File: config.mk
export PLATFORM = sky130hd
export DESIGN_NAME = stream_mux_rr
export DESIGN_NICKNAME = d
export VERILOG_FILES = /design/src/rtl/stream_mux_pkg.sv /design/src/rtl/rr_arbiter.sv /design/src/rtl/stream_mux_rr.sv
export SDC_FILE = /design/constraint.sdc
export NUM_CORES = 1
export LEC_CHECK = 0
export ABC_CLOCK_PERIOD_IN_PS = 9400
export BUFFER_PORTS_ARGS = -buffer_cell sky130_fd_sc_hd__buf_2
export CORE_MARGIN = 1.5
export CORE_UTILIZATION = 53
export CTS_BUF_LIST = sky130_fd_sc_hd__clkbuf_16
export DETAILED_ROUTE_END_ITERATION = 8
export PLACE_DENSITY = 0.86
export SYNTH_ARGS = -nofsm -noshare
export SYNTH_HDL_FRONTEND = slang
export SYNTH_SLANG_ARGS = --single-unit
export TNS_END_PERCENT = 10
File: constraint.sdc
create_clock -name clk -period 9.4 [get_ports clk]
set_input_delay 2.82 -clock clk [delete_from_list [all_inputs] [get_ports clk]]
set_output_delay 2.82 -clock clk [all_outputs]
set_load 0.05 [all_outputs]
File: src/rtl/stream_mux_pkg.sv
// Shared constants for the round-robin / fixed-select stream multiplexer.
package stream_mux_pkg;

    localparam logic IDLE   = 1'b0;
    localparam logic LOCKED = 1'b1;

    localparam logic MODE_FIXED = 1'b0;
    localparam logic MODE_RR    = 1'b1;

    typedef enum logic {
        ST_IDLE   = IDLE,
        ST_LOCKED = LOCKED
    } state_t;

endpackage

File: src/rtl/rr_arbiter.sv
// Combinational rotate-priority arbiter: first requester at or above ptr wins,
// wrapping from N_CH-1 back to 0.
module rr_arbiter #(
    parameter int N_CH  = 16,
    parameter int SEL_W = $clog2(N_CH)
) (
    input  logic [N_CH-1:0]  req,
    input  logic [SEL_W-1:0] ptr,
    output logic             gnt_valid,
    output logic [SEL_W-1:0] gnt_idx
);

    int               idx;
    logic [SEL_W-1:0] ix;

    // Scan offsets from farthest to nearest so the nearest requester overwrites.
    always_comb begin
        gnt_valid = 1'b0;
        gnt_idx   = '0;
        idx       = 0;
        ix        = '0;
        for (int k = N_CH - 1; k >= 0; k--) begin
            idx = int'(ptr) + k;
            if (idx >= N_CH) idx = idx - N_CH;
            ix = SEL_W'(idx);
            if (req[ix]) begin
                gnt_valid = 1'b1;
                gnt_idx   = ix;
            end
        end
    end

endmodule

File: src/rtl/stream_mux_rr.sv
// N-channel stream multiplexer with registered output, packet locking and
// fixed-select or round-robin arbitration.
module stream_mux_rr
    import stream_mux_pkg::*;
#(
    parameter int N_CH   = 16,
    parameter int DATA_W = 8,
    parameter int SEL_W  = $clog2(N_CH)
) (
    input  logic                   clk,
    input  logic                   rst,
    input  logic [N_CH*DATA_W-1:0] in_data,
    input  logic [N_CH-1:0]        in_valid,
    input  logic [N_CH-1:0]        in_last,
    output logic [N_CH-1:0]        in_ready,
    input  logic                   mode,
    input  logic [SEL_W-1:0]       sel,
    output logic [DATA_W-1:0]      out_data,
    output logic [SEL_W-1:0]       out_ch,
    output logic                   out_last,
    output logic                   out_valid,
    input  logic                   out_ready
);

    state_t           state_q, state_d;
    logic [SEL_W-1:0] lock_ch_q, lock_ch_d;
    logic [SEL_W-1:0] ptr_q;

    logic             rr_valid;
    logic [SEL_W-1:0] rr_idx;

    logic             grant_valid;
    logic [SEL_W-1:0] grant_ch;
    logic             slot_free;
    logic             xfer;
    logic [DATA_W-1:0] grant_data;
    logic             grant_last;

    rr_arbiter #(.N_CH(N_CH), .SEL_W(SEL_W)) u_arb (
        .req       (in_valid),
        .ptr       (ptr_q),
        .gnt_valid (rr_valid),
        .gnt_idx   (rr_idx)
    );

    always_comb begin
        grant_valid = 1'b0;
        grant_ch    = '0;
        if (state_q == ST_LOCKED) begin
            grant_ch    = lock_ch_q;
            grant_valid = in_valid[lock_ch_q];
        end else if (mode == MODE_FIXED) begin
            grant_ch    = sel;
            grant_valid = (32'(sel) < N_CH) && in_valid[sel];
        end else begin
            grant_ch    = rr_idx;
            grant_valid = rr_valid;
        end
    end

    assign slot_free  = !out_valid || out_ready;
    assign xfer       = grant_valid && slot_free && !rst;
    assign grant_data = in_data[int'(grant_ch)*DATA_W +: DATA_W];
    assign grant_last = in_last[grant_ch];

    for (genvar i = 0; i < N_CH; i++) begin : g_lane
        assign in_ready[i] = xfer && (grant_ch == SEL_W'(i));
    end

    always_comb begin
        state_d   = state_q;
        lock_ch_d = lock_ch_q;
        case (state_q)
            ST_IDLE: begin
                if (xfer && !grant_last) begin
                    state_d   = ST_LOCKED;
                    lock_ch_d = grant_ch;
                end
            end
            ST_LOCKED: begin
                if (xfer && grant_last) state_d = ST_IDLE;
            end
            default: state_d = ST_IDLE;
        endcase
    end

    always_ff @(posedge clk or posedge rst) begin
        if (rst) begin
            state_q   <= ST_IDLE;
            lock_ch_q <= '0;
        end else begin
            state_q   <= state_d;
            lock_ch_q <= lock_ch_d;
        end
    end

    // Fairness pointer advances past whichever channel just closed a packet.
    always_ff @(posedge clk or posedge rst) begin
        if (rst) begin
            ptr_q <= '0;
        end else if (xfer && grant_last) begin
            if (grant_ch == SEL_W'(N_CH - 1)) ptr_q <= '0;
            else                               ptr_q <= grant_ch + 1'b1;
        end
    end

    always_ff @(posedge clk or posedge rst) begin
        if (rst) begin
            out_valid <= 1'b0;
            out_data  <= '0;
            out_ch    <= '0;
            out_last  <= 1'b0;
        end else if (xfer) begin
            out_valid <= 1'b1;
            out_data  <= grant_data;
            out_ch    <= grant_ch;
            out_last  <= grant_last;
        end else if (out_ready) begin
            out_valid <= 1'b0;
        end
    end

endmodule
=== After elaboration in Yosys (flattened, before gate mapping) ===
Index checks and enable logic that the tools add are counted.

* Bits in latches: 0
* Register bits: 23
* RAM bits: 0
* Memories: 0
* Bits in read-only memories: 0
* Output and inout bits: 30

* Div/mod/pow operators: 0
* Add/subtract/negate cells: 32
* Order comparisons: 35
* Multiply operators: 0
* Multiplexer cells: 96
* Bitwise gates (word level): 1
* Reductions and logical operators: 27
* Equality and inequality tests: 15
* Shift-type cells: 1

{| class="wikitable"
|+ Operators with widths
! operator !! count
|-
| two-way mux 4 bit || 35
|-
| variable part select 128 x 8 -> 8 bit || 1
|-
| < comparator 4 x 5 -> 1 bit, second input constant || 19
|-
| binary-select mux 1 bit (select 4 bit) || 19
|-
| greater-or-equal comparator 5 bit, second input constant || 15
|-
| subtractor 4 x 1 -> 4 bit, second input constant || 16
|-
| two-way mux 1 bit || 41
|-
| adder 4 x 4 -> 5 bit, second input constant || 8
|-
| equality test 4 bit, second input constant || 8
|-
| adder 4 x 3 -> 5 bit, second input constant || 4
|-
| logical AND 1 bit || 20
|-
| equality test 4 x 3 -> 1 bit, second input constant || 4
|-
| adder 4 x 2 -> 5 bit, second input constant || 2
|-
| equality test 4 x 2 -> 1 bit, second input constant || 2
|-
| adder 4 x 1 -> 5 bit, second input constant || 1
|-
| greater-or-equal comparator 4 x 5 -> 1 bit, second input constant || 1
|-
| adder 4 x 1 -> 4 bit, second input constant || 1
|-
| equality test 4 x 1 -> 1 bit, second input constant || 1
|-
| zero test 4 bit || 1
|-
| zero test 1 bit || 3
|-
| one-hot mux 1 bit (2 select lines) || 1
|-
| AND reduction 2 bit || 1
|-
| nonzero test 2 bit || 1
|-
| logical OR 1 bit || 1
|-
| NOT 1 bit || 1
|}

=== Longest topological paths before layout ===
Gate-level depths: netlist of run 1.

* Depth in word-level cells: 29
* Depth in mapped cells: 22

=== Cells and area by module ===
Synthesis of run 1 repeated with hierarchy kept, for this count alone.

* Cell total of the unflattened synthesis: 471
* Area, all modules: 5004.8 um2

{| class="wikitable"
|+ By module, submodules not included
! module !! area each (um2) !! seq. area each (um2) !! cells each !! instances
|-
| stream_mux_rr || 2676.3 || 575.6 || 212 || 1
|-
| rr_arbiter || 2328.5 || 0.0 || 259 || 1
|}

=== Least setup slack after synthesis of run 1 ===
Ideal clock, no wire load.

* Kind: input-to-output
* Start point: in in_valid[6]
* End point: out in_ready[11]
* Stages: 14
* Path slack: 0.073 ns
* Data required time: 6.580 ns
* Path buffers: 4
* Arrival: 6.507 ns
* Cell sequence: clkbuf_1 mux4_2 mux4_2 a21oi_1 or3_1 a21oi_1 o41a_2 o21ai_2 buf_6 buf_4 clkbuf_1 ha_1 nand2_1 nor2b_1

{| class="wikitable"
|+ RTL lines
! element !! RTL line !! source
|-
| from (decl) || stream_mux_rr.sv:13 || <nowiki>input logic [N_CH-1:0] in_valid,</nowiki>
|-
| binary-select mux 1 bit (select 4 bit) || rr_arbiter.sv:26 || <nowiki>if (req[ix]) begin</nowiki>
|-
| two-way mux 1 bit (implied by the code) || rr_arbiter.sv:26 ||
|-
| two-way mux 4 bit (15 in series) || rr_arbiter.sv:26 ||
|-
| two-way mux 4 bit * || rr_arbiter.sv:26 ||
|-
| two-way mux 4 bit * || stream_mux_rr.sv:52 || <nowiki>end else if (mode == MODE_FIXED) begin</nowiki>
|-
| two-way mux 4 bit * || stream_mux_rr.sv:49 || <nowiki>if (state_q == ST_LOCKED) begin</nowiki>
|-
| net grant_ch[0] || stream_mux_rr.sv:33 || <nowiki>logic [SEL_W-1:0] grant_ch;</nowiki>
|-
| equality test 4 bit * || stream_mux_rr.sv:67 || <nowiki>assign in_ready[i] = xfer && (grant_ch == SEL_W'(i));</nowiki>
|-
| logical AND 1 bit * || stream_mux_rr.sv:67 ||
|-
| to (decl) || stream_mux_rr.sv:15 || <nowiki>output logic [N_CH-1:0] in_ready,</nowiki>
|}

The timed path passes the listed nets; every way through them passes the cells marked *. The select of a mux whose other input is x is not followed.

=== Worst setup path in the final report of run 1 ===
* Start point: in in_valid[4]
* End point: out in_ready[5]

* Longest elaborated chain between the ends: 23

{| class="wikitable"
|+ RTL lines
! element !! RTL line
|-
| parallel branches: the longest is 22 deep, another holds binary-select mux 1 bit (select 4 bit) || n/a
|-
| logical AND 1 bit * || stream_mux_rr.sv:67
|}

Every way passes the cells marked *. The select of a mux whose other input is x is not followed.

==> results of run 1 <==
[registers in the layout (all words and copies together) (netlist names), named ones only]
| register | flops |
|---|---|
| out_ch | 4 |
| out_last | 1 |
| out_valid | 1 |
| lock_ch_q | 4 |
| ptr_q | 4 |
| out_data | 8 |
[critical path: stages]
cell,delay (ns)
buf_2,0.18
mux4_2,0.56
mux2i_1,0.27
mux2i_1,0.31
nor4_2,0.40
o221ai_1,0.23
and4bb_4,0.26
nor3_4,0.28
buf_4,0.25
ha_1,0.18
nand2_1,0.10
nor2_1,0.17
buf_2,0.29
[cell type report]
class | count | share of cell area
clock inverter | 1 | 0.000734
clock buffer | 3 | 0.0110
timing repair buffer | 215 | 0.164
multi-input combinational | 634 | 0.705
sequential | 23 | 0.0844
inverter | 16 | 0.00917
tap | 136 | 0.0249
[final timing paths]
kind	to	slack, ns	depth (start not counted)
max in group asynchronous	out_data[5]	6.10	2
max	in_ready[5]	0.29	13
min reg2reg	out_last	0.48	2
max reg2reg	out_data[0]	4.04	14
min in group asynchronous	out_data[2]	2.75	2
min	out_last	0.48	2
[cells in the final DEF (no fill, tap or decap), types with 6 or more instances in the layout]
| cell type | Yosys | layout |
|---|---|---|
| buf_2 | 11 | 197 |
| nand2_1 | 109 | 109 |
| mux2i_1 | 89 | 89 |
| nor2_1 | 51 | 51 |
| a21oi_1 | 42 | 42 |
| nand3_1 | 40 | 40 |
| o21ai_0 | 35 | 35 |
| mux4_2 | 27 | 27 |
| dfrtp_1 | 23 | 23 |
| mux2_2 | 20 | 20 |
| buf_4 | 7 | 18 |
| nor3_1 | 16 | 16 |
| inv_1 | 12 | 12 |
| nor2b_1 | 13 | 12 |
| a22o_1 | 11 | 11 |
| a22oi_1 | 11 | 11 |
| ha_1 | 11 | 11 |
| xnor2_1 | 10 | 10 |
| a31oi_1 | 10 | 10 |
| o22a_1 | 9 | 9 |
| a32oi_1 | 8 | 8 |
| mux2_4 | 7 | 7 |
| a41oi_1 | 7 | 7 |
| a221oi_1 | 6 | 6 |
| and2_1 | 6 | 6 |
| a21o_1 | 6 | 6 |
[metrics by stage]
step | util | std cells | instance area, sq um | setup WS (ns) | hold WS [ns]
floorplan | - | 737 | 5780 | 0.0730 | 0.576
global placement | 0.644 | 1024 | 6740 | 0.368 | 0.462
detailed placement | 0.644 | 1024 | 6740 | 0.327 | 0.466
CTS | 0.652 | 1028 | 6820 | 0.330 | 0.492
global route | 0.652 | 1028 | 6820 | 0.0741 | 0.518
finish | 0.652 | 1028 | 6820 | 0.288 | 0.484
[cells by family (layout without fill, tap and decap cells)]
group	count (synthesis)	count (layout)
mux	143	143
compound gates	197	197
fa+ha+maj	11	11
flops	23	23
simple gates	268	268
xor+xnor	15	15
buf+inv	80	235
[Yosys cell counts, drive strengths merged, types with 3 or more instances]
library cell  count  area (sq um)
nand2           109           409
mux2i            89           891
nor2             51           191
a21oi            43           219
nand3            40           200
o21ai            39           199
buf              33           231
clkbuf           31           116
mux2             27           330
mux4             27           608
dfrtp            23           576
nor3             17          96.4
inv              15          58.8
nor2b            13          81.3
a22oi            12           104
a22o             11          96.3
ha               11           138
xnor2            11           104
a31oi            10          62.6
o22a              9          78.8
a32oi             8          70.1
a41oi             7          61.3
a21o              6          45.0
a221oi            6          52.6
and2              6          37.5
and3              5          31.3
nand2b            5          38.8
o22ai             5          31.3
a2111oi           4          41.3
a211oi            4          30.0
nand4             4          40.0
o2111ai           4          35.0
o21a              4          30.0
o31ai             4          30.0
or3               4          25.0
xor2              4          61.3
and4              3          28.8
o311a             3          30.0
o41ai             3          26.3
[layer usage]
layer	track usage	vias up	part of all wire
met2	0.591	490	0.46
met3	0.0884	74	0.11
met1	0.497	3189	0.39
li1	-	3102	-
met5	0	-	0
met4	0.122	0	0.036
==> out/metrics.yaml, run 1 <==
setup_tns_ns: 0
rsz0062_at_grt: "no"
portBuffers: 197
yosys.area_share.simple: 0.220
coreArea_sq_um: 10500
hold_viol: 0
drt_iter0_markers: 797
synthAdderAreaFrac: 0.0238
firstDrtPassIters: 5
die_w_um: 107
routed_wl_um: 22300
start_util: 0.553
startpoint: "in_valid[4]"
fin_crit_sh: 0.969
cts_hold_buf: 0
postCtsSetupBuffers: 0
grt_pass1_wl_um: 33100
nets: 1072
drc: 0
diodes: 0
grtUsageTotal: 0.372
synthFlopType: "dfrtp_1"
critPathRequiredTime_ns: 6.58
die_y_um: 107
syn-num-nets: 916
netlist_area_sq_um: 5780
cp-start-kind: "input pin"
synth_cells: 737
wl_per_cell_um: 21.7
vias: 6855
row_count: 37
synth_top_family_by_area: "multiplexers"
ys_ff_latch: 23
clkLatencyLatePin_ns: 0.26
end_kind: "primary output"
setup_viol: 0
r2r_start: "ptr_q[2]"
cts.reportedPaths.clkPinSlew_ns: 0.06
synth_edf_count: 0
critPathMaxFanout: 12
ctsResizeCount: 0
ys_types: 80
grt_max_degree: 46
synthXorXnorAreaFrac: 0.0286
vias_per_cell: 6.67
synth_compound_area_frac: 0.241
cap_violations: 0
synth_area_per_cell_sq_um: 7.85
clk_path_buf_depth: 2
max_freq_ghz: 0.110
yosysSeqAreaShare: 0.0995
grt_pass1_vias: 6074
async_flop_share: 1.00
drive_gt1_frac: 0.331
maxSlewHeadroom: 0.288
worst_pin_slew_ns: 1.06
multi_input_area_sq_um: 4810
tritoncts: "built"
antenna_found_initial: 0
synthMuxAreaShare: 0.316
period_needed_ns: 9.11
ant_nets: 0
worstSetupPathType: "input pin to primary output"
dpl.hpwl_um: 17700
crit_arrival_ns: 6.29
ios: 198
n_fill_cell: 957
min_from: "out_last"
status: "finished clean"
die_area_sq_um: 11500
overflow: 0
gp_congestion: 1.05
numCtsBuffers: 3
ys_warn_count: 0
clock_skew_ns: 0.00336
cts_root_buf: "clkbuf_16"
area_growth_pct: 18.0
h-tree-depth: 1
clock_sinks: 23
seq_area_sq_um: 576
hold_class: "register to register"
report.final.slew_viol_count: 0
Power of run 1 is not shown: default switching activity piles up to over one toggle a cycle in this logic, so the estimate is an artifact.
==> run 2: changes to the inputs <==
--- a/config.mk
+++ b/config.mk
@@ -8,10 +8,10 @@
 export ABC_CLOCK_PERIOD_IN_PS = 9400
 export BUFFER_PORTS_ARGS = -buffer_cell sky130_fd_sc_hd__buf_2
 export CORE_MARGIN = 1.5
-export CORE_UTILIZATION = 53
+export CORE_UTILIZATION = 40
 export CTS_BUF_LIST = sky130_fd_sc_hd__clkbuf_16
 export DETAILED_ROUTE_END_ITERATION = 8
-export PLACE_DENSITY = 0.86
+export PLACE_DENSITY = 0.68
 export SYNTH_ARGS = -nofsm -noshare
 export SYNTH_HDL_FRONTEND = slang
 export SYNTH_SLANG_ARGS = --single-unit
==> out/metrics.yaml, run 2 (same netlist as run 1, synthesis figures left out) <==
clock_sinks: 23
vias: 6625
worst_pin_slew_ns: 1.08
multi_input_area_sq_um: 4810
clock_skew_ns: 0.00228
dpl.hpwl_um: 17100
cp-start-kind: "input pin"
drive_gt1_frac: 0.327
cap_violations: 0
antenna_found_initial: 0
overflow: 0
coreArea_sq_um: 14000
ant_nets: 0
firstDrtPassIters: 5
critPathRequiredTime_ns: 6.58
end_kind: "primary output"
regMostFlops: "out_data"
area_growth_pct: 18.3
period_needed_ns: 8.98
gp_congestion: 0.991
seq_area_sq_um: 576
rsz0062_at_grt: "no"
drc: 0
postCtsSetupBuffers: 0
drt_iter0_markers: 640
cts.reportedPaths.clkPinSlew_ns: 0.06
final_common_cell: "buf_2"
maxSlewHeadroom: 0.273
diodes: 0
max_freq_ghz: 0.111
grt_pass1_wl_um: 32900
die_y_um: 123
grt_pass1_vias: 6112
worstSetupPathType: "input pin to primary output"
clk_path_buf_depth: 2
critPathMaxFanout: 13
start_util: 0.413
largest_register_ffs: 8
nets: 1067
hold_class: "register to register"
status: "finished clean"
vias_per_cell: 6.21
hold_viol: 0
cts_root_buf: "clkbuf_16"
grt_max_degree: 51
h-tree-depth: 1
routed_wl_um: 21600
tritoncts: "built"
final_cell_mix: "buf_2 (197), nand2_1 (109), mux2i_1 (89), nor2_1 (51), a21oi_1 (42)"
cts_hold_buf: 0
row_count: 43
numCtsBuffers: 3
n_fill_cell: 1431
fin_crit_sh: 0.955
crit_arrival_ns: 6.16
wl_per_cell_um: 20.3
ctsResizeCount: 0
report.final.slew_viol_count: 0
grtUsageTotal: 0.279
portBuffers: 197
die_area_sq_um: 15200
clkLatencyLatePin_ns: 0.26
setup_tns_ns: 0
setup_viol: 0
ios: 198
die_w_um: 123
## run 2: changes by cell type in the layout (fill, tap and decap cells not counted)
cell   change
buf_4      -5
## run 2: worst max-delay path, stage by stage
cell       delay (ns)
buf_2            0.17
mux4_2           0.51
mux2i_1          0.37
a221oi_1         0.20
a2111oi_2        0.37
o311a_1          0.23
o311ai_1         0.16
a21oi_1          0.37
nand2_1          0.11
o31ai_2          0.28
and3_1           0.26
buf_2            0.28
## run 2: per-stage QoR
step	hold WS, ns	area [sq um]	setup WS, ns	cells	util
floorplan	0.576	5780	0.0730	737	-
global placement	0.465	6760	0.499	1063	0.483
detailed placement	0.472	6760	0.489	1063	0.483
CTS	0.488	6840	0.485	1067	0.489
global route	0.543	6840	0.236	1067	0.489
finish	0.486	6840	0.422	1067	0.489
## run 2: area by class of cell
| cell class | count | share of cell area |
|---|---|---|
| well taps | 180 | 0.0329 |
| multi-input cells | 634 | 0.704 |
| repair buffers | 210 | 0.158 |
| inverters | 16 | 0.00915 |
| clock buffers | 3 | 0.0110 |
| flip-flops and latches | 23 | 0.0842 |
| clock inverters | 1 | 0.000732 |
## run 2: routing by layer
| metal | GRT usage | vias up | wire length [um] |
|---|---|---|---|
| met3 | 0.0489 | 52 | 2070 |
| met2 | 0.438 | 368 | 9970 |
| met5 | 0 | - | 0 |
| li1 | - | 3093 | - |
| met1 | 0.385 | 3112 | 8830 |
| met4 | 0.101 | 0 | 741 |
## run 2: final timing paths
kind,from,endpoint,slack [ns],depth (start not counted)
worst max-delay path,in_valid[1],in_ready[0],0.42,12
worst min-delay path,out_last,out_last,0.49,2
worst max register to register,ptr_q[1],ptr_q[1],3.61,17
worst min register to register,out_last,out_last,0.49,2
max in group asynchronous,rst,out_last,6.08,2
min in group asynchronous,rst,out_data[2],2.76,2
Power of run 2 is left out for the same reason.
==> run 3: changes to the inputs <==
--- a/config.mk
+++ b/config.mk
@@ -5,13 +5,14 @@
 export SDC_FILE = /design/constraint.sdc
 export NUM_CORES = 1
 export LEC_CHECK = 0
-export ABC_CLOCK_PERIOD_IN_PS = 9400
+export ABC_CLOCK_PERIOD_IN_PS = 10800
 export BUFFER_PORTS_ARGS = -buffer_cell sky130_fd_sc_hd__buf_2
 export CORE_MARGIN = 1.5
-export CORE_UTILIZATION = 40
+export CORE_UTILIZATION = 42
 export CTS_BUF_LIST = sky130_fd_sc_hd__clkbuf_16
 export DETAILED_ROUTE_END_ITERATION = 8
-export PLACE_DENSITY = 0.68
+export PLACE_DENSITY = 0.71
+export SKIP_LAST_GASP = 1
 export SYNTH_ARGS = -nofsm -noshare
 export SYNTH_HDL_FRONTEND = slang
 export SYNTH_SLANG_ARGS = --single-unit
==> constraint.sdc (replaced) <==
create_clock -name clk -period 10.8 [get_ports clk]
set_input_delay 3.24 -clock clk [delete_from_list [all_inputs] [get_ports clk]]
set_output_delay 3.24 -clock clk [all_outputs]
set_load 0.05 [all_outputs]
==> out/metrics.yaml, run 3 (same netlist as run 1, synthesis figures left out) <==
final_common_cell: "buf_2"
die_w_um: 120
worstSetupPathType: "input pin to primary output"
ctsResizeCount: 0
nets: 1066
ios: 198
largest_register_ffs: 8
seq_area_sq_um: 576
critPathMaxFanout: 11
rsz0062_at_grt: "no"
grt_pass1_vias: 6199
die_y_um: 120
cts_hold_buf: 0
grt_max_degree: 50
postCtsSetupBuffers: 0
grt_pass1_wl_um: 33500
clk_path_buf_depth: 2
cts.reportedPaths.clkPinSlew_ns: 0.06
cts_root_buf: "clkbuf_16"
drive_gt1_frac: 0.326
regMostFlops: "out_data"
dpl.cell_count: 1058
setup_slack_ns: 0.785
period_needed_ns: 10.01
n_fill_cell: 1368
worst_pin_slew_ns: 1.15
routed_wl_um: 21500
start_util: 0.433
cp-start-kind: "input pin"
multi_input_area_sq_um: 4810
numCtsBuffers: 3
fin_crit_sh: 0.927
hold_viol: 0
ant_nets: 0
drc: 0
h-tree-depth: 1
clock_sinks: 23
hold_class: "register to register"
wl_per_cell_um: 20.2
die_area_sq_um: 14500
portBuffers: 197
overflow: 0
row_count: 42
fin_cells: 1062
setup_tns_ns: 0
setup_viol: 0
vias_per_cell: 6.26
dpl.hpwl_um: 17200
drt_iter0_markers: 798
maxSlewHeadroom: 0.228
firstDrtPassIters: 7
cap_violations: 0
area_growth_pct: 18.0
report.final.slew_viol_count: 0
diodes: 0
critPathRequiredTime_ns: 7.56
grtUsageTotal: 0.291
end_kind: "primary output"
antenna_found_initial: 0
gp_congestion: 1.04
place_ws_ns: 0.855
vias: 6650
final_cell_mix: "buf_2 (197), nand2_1 (109), mux2i_1 (89), nor2_1 (51), a21oi_1 (42)"
crit_arrival_ns: 6.77
tritoncts: "built"
max_freq_ghz: 0.0999
status: "finished clean"
clkLatencyLatePin_ns: 0.26
coreArea_sq_um: 13300
clock_skew_ns: 0.00166
[run 3: cell types whose count changed in the layout (fill, tap and decap cells not counted), sizes merged]
cell / previous run / this run
buf: 210 / 209
[run 3: worst max-delay path, stage by stage]
cell,delay (ns)
buf_2,0.18
mux4_2,0.55
mux2i_1,0.26
mux2i_1,0.32
nor4_2,0.45
o221ai_1,0.25
and4bb_4,0.27
nor3_4,0.44
ha_1,0.29
nand2_1,0.12
nor2_1,0.14
buf_2,0.27
[run 3: final timing paths]
| path | from | endpoint | slack [ns] | depth (start not counted) |
|---|---|---|---|---|
| worst max-delay path | in_valid[5] | in_ready[4] | 0.79 | 12 |
| min in group asynchronous | rst | out_data[1] | 3.22 | 2 |
| worst min-delay path | out_last | out_last | 0.49 | 2 |
| worst min register to register | out_last | out_last | 0.49 | 2 |
| worst max register to register | ptr_q[2] | ptr_q[1] | 4.64 | 18 |
| max in group asynchronous | rst | lock_ch_q[1] | 7.00 | 2 |
[run 3: per-stage QoR]
stage,utilization,hold WS (ns),instance area [sq um]
after detailed placement,0.505,0.468,6750
after floorplan,-,0.576,5780
after global placement,0.505,0.477,6750
after CTS,0.511,0.496,6830
final,0.511,0.492,6830
after global routing,0.511,0.533,6830
[run 3: area by class of cell]
cell class              count  area share
multi-input cells         634       0.705
repair buffers            209       0.158
flip-flops and latches     23      0.0843
well taps                 176      0.0323
clock buffers               3      0.0110
inverters                  16     0.00916
clock inverters             1    0.000733
[run 3: layer usage]
layer	track usage	vias up	part of all wire
li1	-	3099	-
met1	0.402	3094	0.41
met2	0.471	400	0.46
met3	0.0472	57	0.098
met4	0.0838	0	0.027
met5	0	-	0
Power of run 3 is left out for the same reason.
